**src/rtl/phy_tx_serializer_pkg.sv**
```systemverilog
// Shared definitions for the PHY transmit lane: comma character, lane
// geometry and the transmit state encoding (mirrors the receive path).
package phy_tx_serializer_pkg;

  localparam int BYTE_W = 8;
  localparam logic [BYTE_W-1:0] PHY_COM_CHAR = 8'hBC;
  localparam int NUM_LANES = 4;
  localparam int LANE_W = 2;
  localparam int PRE_CNT_W = 4;

  typedef enum logic {
    SYNC   = 1'b0,
    ACTIVE = 1'b1
  } tx_state_e;

  typedef logic [LANE_W-1:0] lane_idx_t;

  // One-hot ack vector for the lane currently being served.
  function automatic logic [NUM_LANES-1:0] lane_onehot(input lane_idx_t idx);
    return NUM_LANES'(1) << idx;
  endfunction

endpackage

```
**src/rtl/phy_tx_serializer_piso.sv**
```systemverilog
// 8-bit parallel-in serial-out shifter with its own bit counter.
// The cycle where bit_cnt is 7 is the load cycle; frames are back to back.
module phy_tx_piso
  import phy_tx_serializer_pkg::*;
(
  input  logic              clk,
  input  logic              reset,
  input  logic [BYTE_W-1:0] load_byte,
  output logic              data_out,
  output logic              load_cycle
);

  logic [BYTE_W-1:0] shreg_q, shreg_d;
  logic [2:0]        bit_cnt_q, bit_cnt_d;
  logic              data_out_q, data_out_d;

  // Load the MSB straight onto the wire in the load cycle, otherwise shift.
  always_comb begin
    load_cycle = (bit_cnt_q == 3'd7);
    bit_cnt_d  = bit_cnt_q - 3'd1;
    if (load_cycle) begin
      data_out_d = load_byte[BYTE_W-1];
      shreg_d    = {load_byte[BYTE_W-2:0], 1'b0};
    end else begin
      data_out_d = shreg_q[BYTE_W-1];
      shreg_d    = {shreg_q[BYTE_W-2:0], 1'b0};
    end
  end

  // Shift register, bit counter and output flop.
  always_ff @(posedge clk) begin
    if (reset) begin
      shreg_q    <= '0;
      bit_cnt_q  <= 3'd7;
      data_out_q <= 1'b0;
    end else begin
      shreg_q    <= shreg_d;
      bit_cnt_q  <= bit_cnt_d;
      data_out_q <= data_out_d;
    end
  end

  assign data_out = data_out_q;

endmodule

```
**src/rtl/phy_tx_serializer.sv**
```systemverilog
// PHY transmit lane: sends a COM preamble after reset, then serves four
// byte lanes round-robin, filling empty slots with COM, MSB first.
module phy_tx_serializer
  import phy_tx_serializer_pkg::*;
#(
  parameter logic [7:0] COM_CHAR       = PHY_COM_CHAR,
  parameter int         PREAMBLE_BYTES = 4
) (
  input  logic       clk,
  input  logic       reset,
  input  logic [7:0] data_in0,
  input  logic [7:0] data_in1,
  input  logic [7:0] data_in2,
  input  logic [7:0] data_in3,
  input  logic       valid_in0,
  input  logic       valid_in1,
  input  logic       valid_in2,
  input  logic       valid_in3,
  output logic       ack0,
  output logic       ack1,
  output logic       ack2,
  output logic       ack3,
  output logic       data_out,
  output logic       active_out,
  output logic       k_collision
);

  localparam logic [PRE_CNT_W-1:0] PRE_LAST = PRE_CNT_W'(PREAMBLE_BYTES - 1);

  tx_state_e             state_q, state_d;
  logic [PRE_CNT_W-1:0]  pre_cnt_q, pre_cnt_d;
  lane_idx_t             lane_sel_q, lane_sel_d;
  logic                  active_q, active_d;

  logic [BYTE_W-1:0]     lane_data [NUM_LANES];
  logic [NUM_LANES-1:0]  lane_valid;
  logic [NUM_LANES-1:0]  ack_vec;
  logic [BYTE_W-1:0]     next_byte;
  logic                  load_cycle;

  // Gather the individual lane ports into indexable form.
  always_comb begin
    lane_data[0] = data_in0;
    lane_data[1] = data_in1;
    lane_data[2] = data_in2;
    lane_data[3] = data_in3;
    lane_valid   = {valid_in3, valid_in2, valid_in1, valid_in0};
  end

  // Preamble sequencing, lane arbitration, byte selection and ack strobes.
  always_comb begin
    state_d     = state_q;
    pre_cnt_d   = pre_cnt_q;
    lane_sel_d  = lane_sel_q;
    active_d    = active_q;
    next_byte   = COM_CHAR;
    ack_vec     = '0;
    k_collision = 1'b0;
    case (state_q)
      SYNC: begin
        if (load_cycle) begin
          pre_cnt_d = pre_cnt_q + 1'b1;
          if (pre_cnt_q == PRE_LAST) begin
            state_d  = ACTIVE;
            active_d = 1'b1;
          end
        end
      end
      ACTIVE: begin
        if (load_cycle) begin
          lane_sel_d = lane_sel_q + 1'b1;
          // Reset suppresses the ack so upstream never loses a byte.
          if (lane_valid[lane_sel_q] && !reset) begin
            next_byte   = lane_data[lane_sel_q];
            ack_vec     = lane_onehot(lane_sel_q);
            k_collision = (lane_data[lane_sel_q] == COM_CHAR);
          end
        end
      end
      default: begin
        state_d = SYNC;
      end
    endcase
  end

  // Control state registers.
  always_ff @(posedge clk) begin
    if (reset) begin
      state_q    <= SYNC;
      pre_cnt_q  <= '0;
      lane_sel_q <= '0;
      active_q   <= 1'b0;
    end else begin
      state_q    <= state_d;
      pre_cnt_q  <= pre_cnt_d;
      lane_sel_q <= lane_sel_d;
      active_q   <= active_d;
    end
  end

  phy_tx_piso u_piso (
    .clk        (clk),
    .reset      (reset),
    .load_byte  (next_byte),
    .data_out   (data_out),
    .load_cycle (load_cycle)
  );

  assign {ack3, ack2, ack1, ack0} = ack_vec;
  assign active_out = active_q;

endmodule

```
**config.mk**
```make
export PLATFORM = sky130hd
export DESIGN_NAME = phy_tx_serializer
export DESIGN_NICKNAME = d
export VERILOG_FILES = /design/src/rtl/phy_tx_serializer_pkg.sv /design/src/rtl/phy_tx_serializer_piso.sv /design/src/rtl/phy_tx_serializer.sv
export SDC_FILE = /design/constraint.sdc
export NUM_CORES = 1
export LEC_CHECK = 0
export CAP_MARGIN = 40
export CORE_UTILIZATION = 38
export CTS_CLUSTER_DIAMETER = 30
export DETAILED_ROUTE_END_ITERATION = 12
export PLACE_DENSITY = 0.76
export SYNTH_ARGS = -nofsm -noshare
export SYNTH_HDL_FRONTEND = slang
export SYNTH_SLANG_ARGS = --single-unit
```
**constraint.sdc**
```tcl
create_clock -name clk -period 2.1 [get_ports clk]
set_clock_uncertainty 0.2 [all_clocks]
set_input_delay 0.42 -clock clk [delete_from_list [all_inputs] [get_ports clk]]
set_output_delay 0.42 -clock clk [all_outputs]
set_load 0.03 [all_outputs]
```
==> Word level (Yosys, flattened, before mapping) <==
Cells that the tools add are included.
{ "op_classes": {"reduce_logical": 5, "n_eq_ne": 3, "shift": 1, "bitwise_logic": 2, "addsub": 3, "magnitude_cmp": 2, "muxes": 18} }
{ "op_table": {"columns": ["operator", "n"], "rows": [
  ["two-way mux 8 bit", 5],
  ["binary-select mux 8 bit (select 2 bit)", 1],
  ["two-way mux 4 bit", 3],
  ["== test 8 bit (second input constant)", 1],
  ["two-way mux 1 bit", 8],
  ["adder 4 x 1 -> 4 bit (second input constant)", 1],
  ["== test 4 x 2 -> 1 bit (second input constant)", 1],
  ["AND reduction 2 bit", 2],
  ["<< shifter 1 x 2 -> 4 bit (first input constant)", 1],
  ["== test 3 bit (second input constant)", 1],
  [">= comparator 3 bit (second input constant)", 1],
  ["< comparator 2 x 3 -> 1 bit (second input constant)", 1],
  ["inverter 2 -> 3 bit", 1],
  ["AND reduction 3 bit", 1],
  ["subtractor 3 x 1 -> 3 bit (second input constant)", 1],
  ["adder 2 x 1 -> 2 bit (second input constant)", 1],
  ["binary-select mux 1 bit (select 2 bit)", 1],
  ["logical AND 1 bit", 1],
  ["zero test 1 bit", 1],
  ["inverter 1 bit", 1]
]} }
{ "word_totals": {"elab_cells": 41, "input_bits": 38, "output_inout_bits": 7, "reg_bits": 20} }

==> Logic depth before layout (Yosys ltp) <==
Gate-level depths: netlist of run 1.
{ "depth": {"ltp_word": 8, "mapped_depth": 5, "ltp_nobuf": 4} }

==> By module <==
A second synthesis of run 1 with hierarchy kept.
{ "unflattened": {"cells_unflattened": 119, "hier_area_um2": 1241.2} }
{ "by_module_without_submodules": {"columns": ["module", "area_per_inst_um2", "instances", "seq_area_each_um2", "cells_each"], "rows": [
  ["phy_tx_serializer", 754.5, 1, 160.2, 73],
  ["phy_tx_piso", 486.7, 1, 220.2, 46]
]} }

==> Worst setup path after synthesis of run 1 <==
No wires, ideal clock.
{ "synth_timing": {"kind": "flip-flop to output port", "from": "register lane_sel_q[0]", "to": "output port k_collision", "path_slack_ns": -0.471, "required_ns": 1.480, "t_arrival_ns": 1.951, "path_buffers": 1, "path_stages_with_launch": 5, "cell_sequence": "dfxtp_1 buf_6 mux4_2 or4b_1 nor3_2"} }
{ "synth_via": {"elab_chain_cells": 8, "word_cells_on_any_way": 11, "cone_classes": "1 x eq/ne; 8 x mux; 1 x bitwise; 1 x reduce/logical"} }
{ "synth_lines": {"columns": ["item", "line_no", "source"], "rows": [
  ["start, declared", "phy_tx_serializer.sv:32", "lane_idx_t lane_sel_q, lane_sel_d;"],
  ["start signal, assigned", "phy_tx_serializer.sv:96", "lane_sel_q <= lane_sel_d;"],
  ["inverter 2 -> 3 bit (implied by the code)", "phy_tx_serializer.sv:76", "k_collision = (lane_data[lane_sel_q] == COM_CHAR);"],
  ["binary-select mux 8 bit (select 2 bit)", "phy_tx_serializer.sv:76", null],
  ["two-way mux 8 bit (implied by the code) (2 in series)", "phy_tx_serializer.sv:76", null],
  ["== test 8 bit", "phy_tx_serializer.sv:76", null],
  ["two-way mux 1 bit (*)", "phy_tx_serializer.sv:73", "if (lane_valid[lane_sel_q] && !reset) begin"],
  ["two-way mux 1 bit (*)", "phy_tx_serializer.sv:70", "if (load_cycle) begin"],
  ["two-way mux 1 bit (*)", "phy_tx_serializer.sv:59", "case (state_q)"],
  ["end, declared", "phy_tx_serializer.sv:25", "output logic k_collision"]
]} }
Every way passes the cells marked *; elsewhere a longest branch is shown, timed or not. The select of a mux whose other input is x is not followed.

==> Worst setup path after layout of run 1 <==
Same ends and word-level chain as after synthesis.

==> results.yml, run 1 <==
run_status:
  outcome: "complete, but fails checks"
  violations: "negative setup slack"
routing:
  drt-vias-per-instance: 5.37
  num_vias: 978
  drtIter0Drc: 8
  routed_wirelength_mm: 2.45
  drt-pass1-iter-count: 4
  route.detailed.drc: 0
  postRouteAntennaNets: 0
  wire_per_inst_um: 13.5
global_routing:
  grt_pass1_vias: 983
  grt_overflow: 0
  grt_max_degree: 13
  grt_first_pass_wirelength_mm: 4.15
  antenna_found_initial: 0
  grt_use_total_pct: 20.0
clocking:
  clockBufferDepth: 2
  cts_sinks: 19
  cts_buffers: 3
  holdBufCountCts: 0
  worstSkewPairLatency_ps: 310
  cts_tree: "done"
  ctsRootBufferMaster: "clkbuf_4"
  clk_pin_slew_ps: 120
  htreeDepth: 1
die:
  num_rows: 18
  chipHeight_um: 54.8
  ios: 45
  design.die.area_sq_um: 3000
  core_sq_um: 2540
  fp.dieW_um: 54.8
  initial_utilization_pct: 41.6
place:
  place_congestion: 0.755
  io_buffers: 44
  place_hpwl_mm: 2.02
yosys:
  synth_seq_area_share_pct: 35.9
  yosysUniqueCellTypes: 29
  synthArstFlopShare_pct: 0
  synth_edf_count: 0
  post_synth.cell_area_avg_sq_um: 11.3
  yosysWarnings: 0
  synthTopCellsByCount: "19 x dfxtp_1, 9 x nor2_1, 7 x ha_1"
  ys_ff_latch: 19
  synth_top_area_cell: "dfxtp_1"
  synth.area.top_cells: "dfxtp_1 36%, mux4_1 15%, ha_1 8.3%, mux4_2 6.4%, o221a_2 5.3%"
  synth_most_common_cell: "dfxtp_1"
  syn_area_sq_um: 1060
  netlist_instances: 94
  synth_ff_type: "dfxtp_1"
  synthesis.nets: 139
  synth_top_area_share_pct: 35.9
timing:
  final.setup.tns_ps: -1770
  max-slew-margin-rel_pct: 79.9
  whs_ps: 222
  max_freq_ghz: 0.374
  hold_violations: 0
  period_minus_slack_ps: 2670
  slew_viol_final: 0
  worstMarginPinSlew_ps: 300
  post-route-period-util_pct: 127
  worst_slack_ps: -572
  rsz0062_at_grt: "yes"
  setup_violations: 5
critical_path:
  cp_num_cells: 4
  cp-end-kind: "primary output"
  crit_path_top_delay_cell: "or4b_4"
  crit_type: "reg -> out"
  worst-path-buf-inv: 1
  slowest_delay_ps: 560
  cp.required_ps: 1480
  r2r_cells: 5
  cp_top_family: "simple AND/OR/NAND/NOR gates"
  path_max_fanout: 5
  ff2ff_setup_slack_ps: 240
  cp-start-kind: "flip-flop"
  crit_arrival_ps: 2050
  crit_path_cell_trace: "mux4_2 > or4b_4 > nor3_4 > buf_6"
final_layout:
  final_nets: 198
  antenna_cells: 0
  syn2layout_area_growth_pct: 56.6
  drive_above_1_share_pct: 26.3
  seq_area_sq_um: 384
  num-fill-cells: 232
  post-route-util_pct: 65.2
  multi_input_comb_area_sq_um: 656
power:
  ir_drop_v: 0.000429
  powerDensity_nw_per_um2: 476
  leakage_nw: 0.706
worst_hold_path:
  hold_class: "reg -> reg"
  holdPathStages: 1
run:
  max-cap-violations: 0
==> cell usage in the layout (no fill, tap or decap), types with 2 or more instances in the layout <==
cell type	count
a21oi_1	2
a32oi_1	2
and3_4	4
buf_4	19
clkbuf_4	3
clkdlybuf4s50_1	27
dfxtp_1	18
dlygate4sd2_1	12
ha_1	7
inv_1	6
mux4_1	5
mux4_2	4
nand2_1	6
nand3_1	3
nor2_1	9
o221a_2	5
xnor2_1	2
xor2_1	2
==> cell type report <==
| cell class | instances | area share, % |
|---|---|---|
| timing repair buffer | 59 | 31.9 |
| clock inverter | 1 | 0.452 |
| clock buffer | 3 | 1.36 |
| inverter | 6 | 1.36 |
| tap | 30 | 2.26 |
| multi-input combinational | 64 | 39.5 |
| sequential | 19 | 23.2 |
==> logic make-up after synthesis <==
kind of cell	Yosys count	synth area share, %
compound gates	12	9.80
buf+inv	11	4.72
flops	19	35.9
fa+ha+maj	7	8.26
mux	10	22.2
xor+xnor	4	3.31
simple gates	31	15.8
==> registers in the layout, summed over array words and instances (netlist names) <==
| name | count |
|---|---|
| u_piso.shreg_q | 7 |
| pre_cnt_q | 4 |
| u_piso.bit_cnt_q | 3 |
| lane_sel_q | 2 |
| active_out | 1 |
| state_q | 1 |
| u_piso.data_out | 1 |
==> metrics by stage <==
step / total power [mW] / worst slack, ps / cell area (sq um) / instances
global placement: 0.605 / -736 / 1610 / 177
floorplan: 0.503 / -393 / 1070 / 94
detailed placement: 0.612 / -753 / 1610 / 177
global route: 0.829 / -641 / 1660 / 182
CTS: 0.796 / -593 / 1650 / 182
finish: 0.790 / -572 / 1660 / 182
==> repair_timing <==
action / CTS / global route
cloned: 0 / 0
resized for setup: 17 / 2
setup buffers: 1 / 0
setup endpoints to repair: 5 / 5
pin swaps: 2 / 0
==> layer usage <==
metal / up-vias / part of all wire, % / track usage, %
met1: 453 / 40 / 22.6
li1: 474 / - / -
met3: 5 / 8.2 / 4.72
met4: 0 / 2.2 / 10.3
met2: 46 / 49 / 34.5
met5: - / 0 / 0
==> power by group <==
part / switching [mW] / internal (mW)
Clock: 0.121 / 0.0728
Sequential: 0.0164 / 0.387
Combinational: 0.0693 / 0.123
Total: 0.207 / 0.583
==> worst paths after layout <==
check,to,start
setup / recovery,k_collision,lane_sel_q[0]
hold / removal,u_piso.bit_cnt_q[0],u_piso.bit_cnt_q[0]
setup reg to reg,u_piso.shreg_q[4],lane_sel_q[0]
hold reg to reg,u_piso.bit_cnt_q[0],u_piso.bit_cnt_q[0]
Note: power is estimated with default switching activity, not from simulation.
==> run 2, diff against run 1 <==
==> constraint.sdc (replaced) <==
create_clock -name clk -period 2.1 [get_ports clk]
set_clock_uncertainty 0.2 [all_clocks]
set_input_delay 0.21 -clock clk [delete_from_list [all_inputs] [get_ports clk]]
set_output_delay 0.21 -clock clk [all_outputs]
set_load 0.03 [all_outputs]
==> run 2 against run 1 <==
Net effect:
- the flow still finishes with violations (negative setup slack)
- die area unchanged
- register-to-register slack worse by 200 ps
- combinational power is 3% higher
- first-iteration DRC count grew 100%
- clock power fell by 7%
- largest cell class unchanged
==> results.yml, run 2 (synthesis results as in run 1) <==
power:
  powerDensity_nw_per_um2: 461
  leakage_nw: 0.702
  ir_drop_v: 0.000448
timing:
  period_minus_slack_ps: 2490
  hold_violations: 0
  final.setup.tns_ps: -1250
  worstMarginPinSlew_ps: 303
  setup_violations: 5
  post-route-period-util_pct: 118
  max_freq_ghz: 0.402
  worst_slack_ps: -388
  whs_ps: 214
  max-slew-margin-rel_pct: 79.7
  slew_viol_final: 0
  rsz0062_at_grt: "yes"
critical_path:
  slowest_delay_ps: 560
  cp-start-kind: "flip-flop"
  cp-end-kind: "primary output"
  crit_type: "reg -> out"
  worst-path-buf-inv: 1
  cp_top_family: "simple AND/OR/NAND/NOR gates"
  crit_arrival_ps: 2080
  crit_path_cell_trace: "mux4_2 > or4b_4 > nor3_4 > buf_6"
  crit_path_top_delay_cell: "or4b_4"
  path_max_fanout: 5
  cp.required_ps: 1690
place:
  placedInstanceArea_sq_um: 1580
  place_congestion: 0.789
  placedCellCount: 172
  io_buffers: 44
  place_hpwl_mm: 1.92
clocking:
  htreeDepth: 1
  worstSkewPairLatency_ps: 290
  ctsRootBufferMaster: "clkbuf_4"
  cts_buffers: 3
  clk_pin_slew_ps: 100
  clockBufferDepth: 2
  cts_tree: "done"
  cts_sinks: 19
final_layout:
  syn2layout_area_growth_pct: 60.1
  design_area_sq_um: 1700
  regMostFlops: "u_piso.shreg_q"
  largest_registers: "u_piso.shreg_q x7, pre_cnt_q x4, u_piso.bit_cnt_q x3"
  post-route-util_pct: 66.7
  antenna_cells: 0
  layoutNonFillerInstCount: 183
  layout_common_cells: "39 x clkdlybuf4s50_1, 18 x dfxtp_1, 15 x buf_4"
  final_common_cell: "clkdlybuf4s50_1"
  num-fill-cells: 196
  final_nets: 199
  drive_above_1_share_pct: 26.1
  largest_register_ffs: 7
die:
  initial_utilization_pct: 41.6
  chipHeight_um: 54.8
  design.die.area_sq_um: 3000
  fp.dieW_um: 54.8
  ios: 45
  num_rows: 18
  core_sq_um: 2540
routing:
  num_vias: 987
  drt-vias-per-instance: 5.39
  drt-pass1-iter-count: 4
  routed_wirelength_mm: 2.60
  wire_per_inst_um: 14.2
  postRouteAntennaNets: 0
  drtIter0Drc: 16
  route.detailed.drc: 0
run:
  max-cap-violations: 0
run_status:
  violations: "negative setup slack"
  outcome: "complete, but fails checks"
global_routing:
  grt_max_degree: 12
  antenna_found_initial: 0
  grt_use_total_pct: 18.4
  grt_overflow: 0
  grt_first_pass_wirelength_mm: 3.91
  grt_pass1_vias: 948
worst_hold_path:
  hold_class: "reg -> reg"
==> run 2: path summary, 6_finish.rpt <==
kind / startpoint / endpoint / slack (ps) / cells past startpoint
max: lane_sel_q[0] / k_collision / -390 / 4
max reg2reg: lane_sel_q[0] / u_piso.shreg_q[6] / 40 / 7
min: u_piso.bit_cnt_q[0] / u_piso.bit_cnt_q[0] / 210 / 1
min reg2reg: u_piso.bit_cnt_q[0] / u_piso.bit_cnt_q[0] / 210 / 1
==> run 2: repair_timing <==
action | CTS | global route
pin swaps | 6 | 0
hold buffers | 0 | 0
gates resized for setup | 12 | 0
buffers inserted | 5 | 2
setup endpoints to repair | 5 | 5
==> run 2: layout make-up <==
type	instances	area (sq um)	share of cell area, %
clock buffer	4	26.3	1.55
multi-input combinational	64	656	38.6
sequential	19	384	22.6
tap	30	37.5	2.21
timing repair buffer	60	571	33.6
inverter	6	22.5	1.33
==> run 2: power breakdown <==
group | internal, mW | switching (mW)
Clock | 0.0738 | 0.106
Combinational | 0.128 | 0.0697
Sequential | 0.387 | 0.0177
==> run 2: routing by layer <==
metal | global-route usage [%] | share of wire (%) | vias to the layer above
met1 | 20.0 | 38 | 459
met4 | 3.85 | 0 | 0
met2 | 34.5 | 52 | 55
li1 | - | - | 473
met5 | 0 | 0 | -
met3 | 5.56 | 10 | 0
==> run 2: stage by stage <==
| stage | power, mW | setup WS [ps] |
|---|---|---|
| detailed placement | 0.600 | -317 |
| global placement | 0.595 | -317 |
| CTS | 0.784 | -391 |
| global route | 0.823 | -445 |
| finish | 0.783 | -388 |
| floorplan | 0.503 | -183 |
==> run 2: worst reg2reg max path, delay by kind of cell, from the launching register on <==
family,cells,cell delay (ps)
AOI/OAI and AO/OA,1,180
buffers and inverters,4,480
DFF,1,410
muxes,1,570
and+or+nand+nor,1,180
==> run 3, diff against run 2 <==
--- a/config.mk
+++ b/config.mk
@@ -5,10 +5,12 @@
 export SDC_FILE = /design/constraint.sdc
 export NUM_CORES = 1
 export LEC_CHECK = 0
+export ABC_CLOCK_PERIOD_IN_PS = 2100
 export CAP_MARGIN = 40
 export CORE_UTILIZATION = 38
 export CTS_CLUSTER_DIAMETER = 30
 export DETAILED_ROUTE_END_ITERATION = 12
+export GPL_ROUTABILITY_DRIVEN = 0
 export PLACE_DENSITY = 0.76
 export SYNTH_ARGS = -nofsm -noshare
 export SYNTH_HDL_FRONTEND = slang
==> results of run 3 <==
The final DEF is identical to that of run 2; final timing and power are the same.
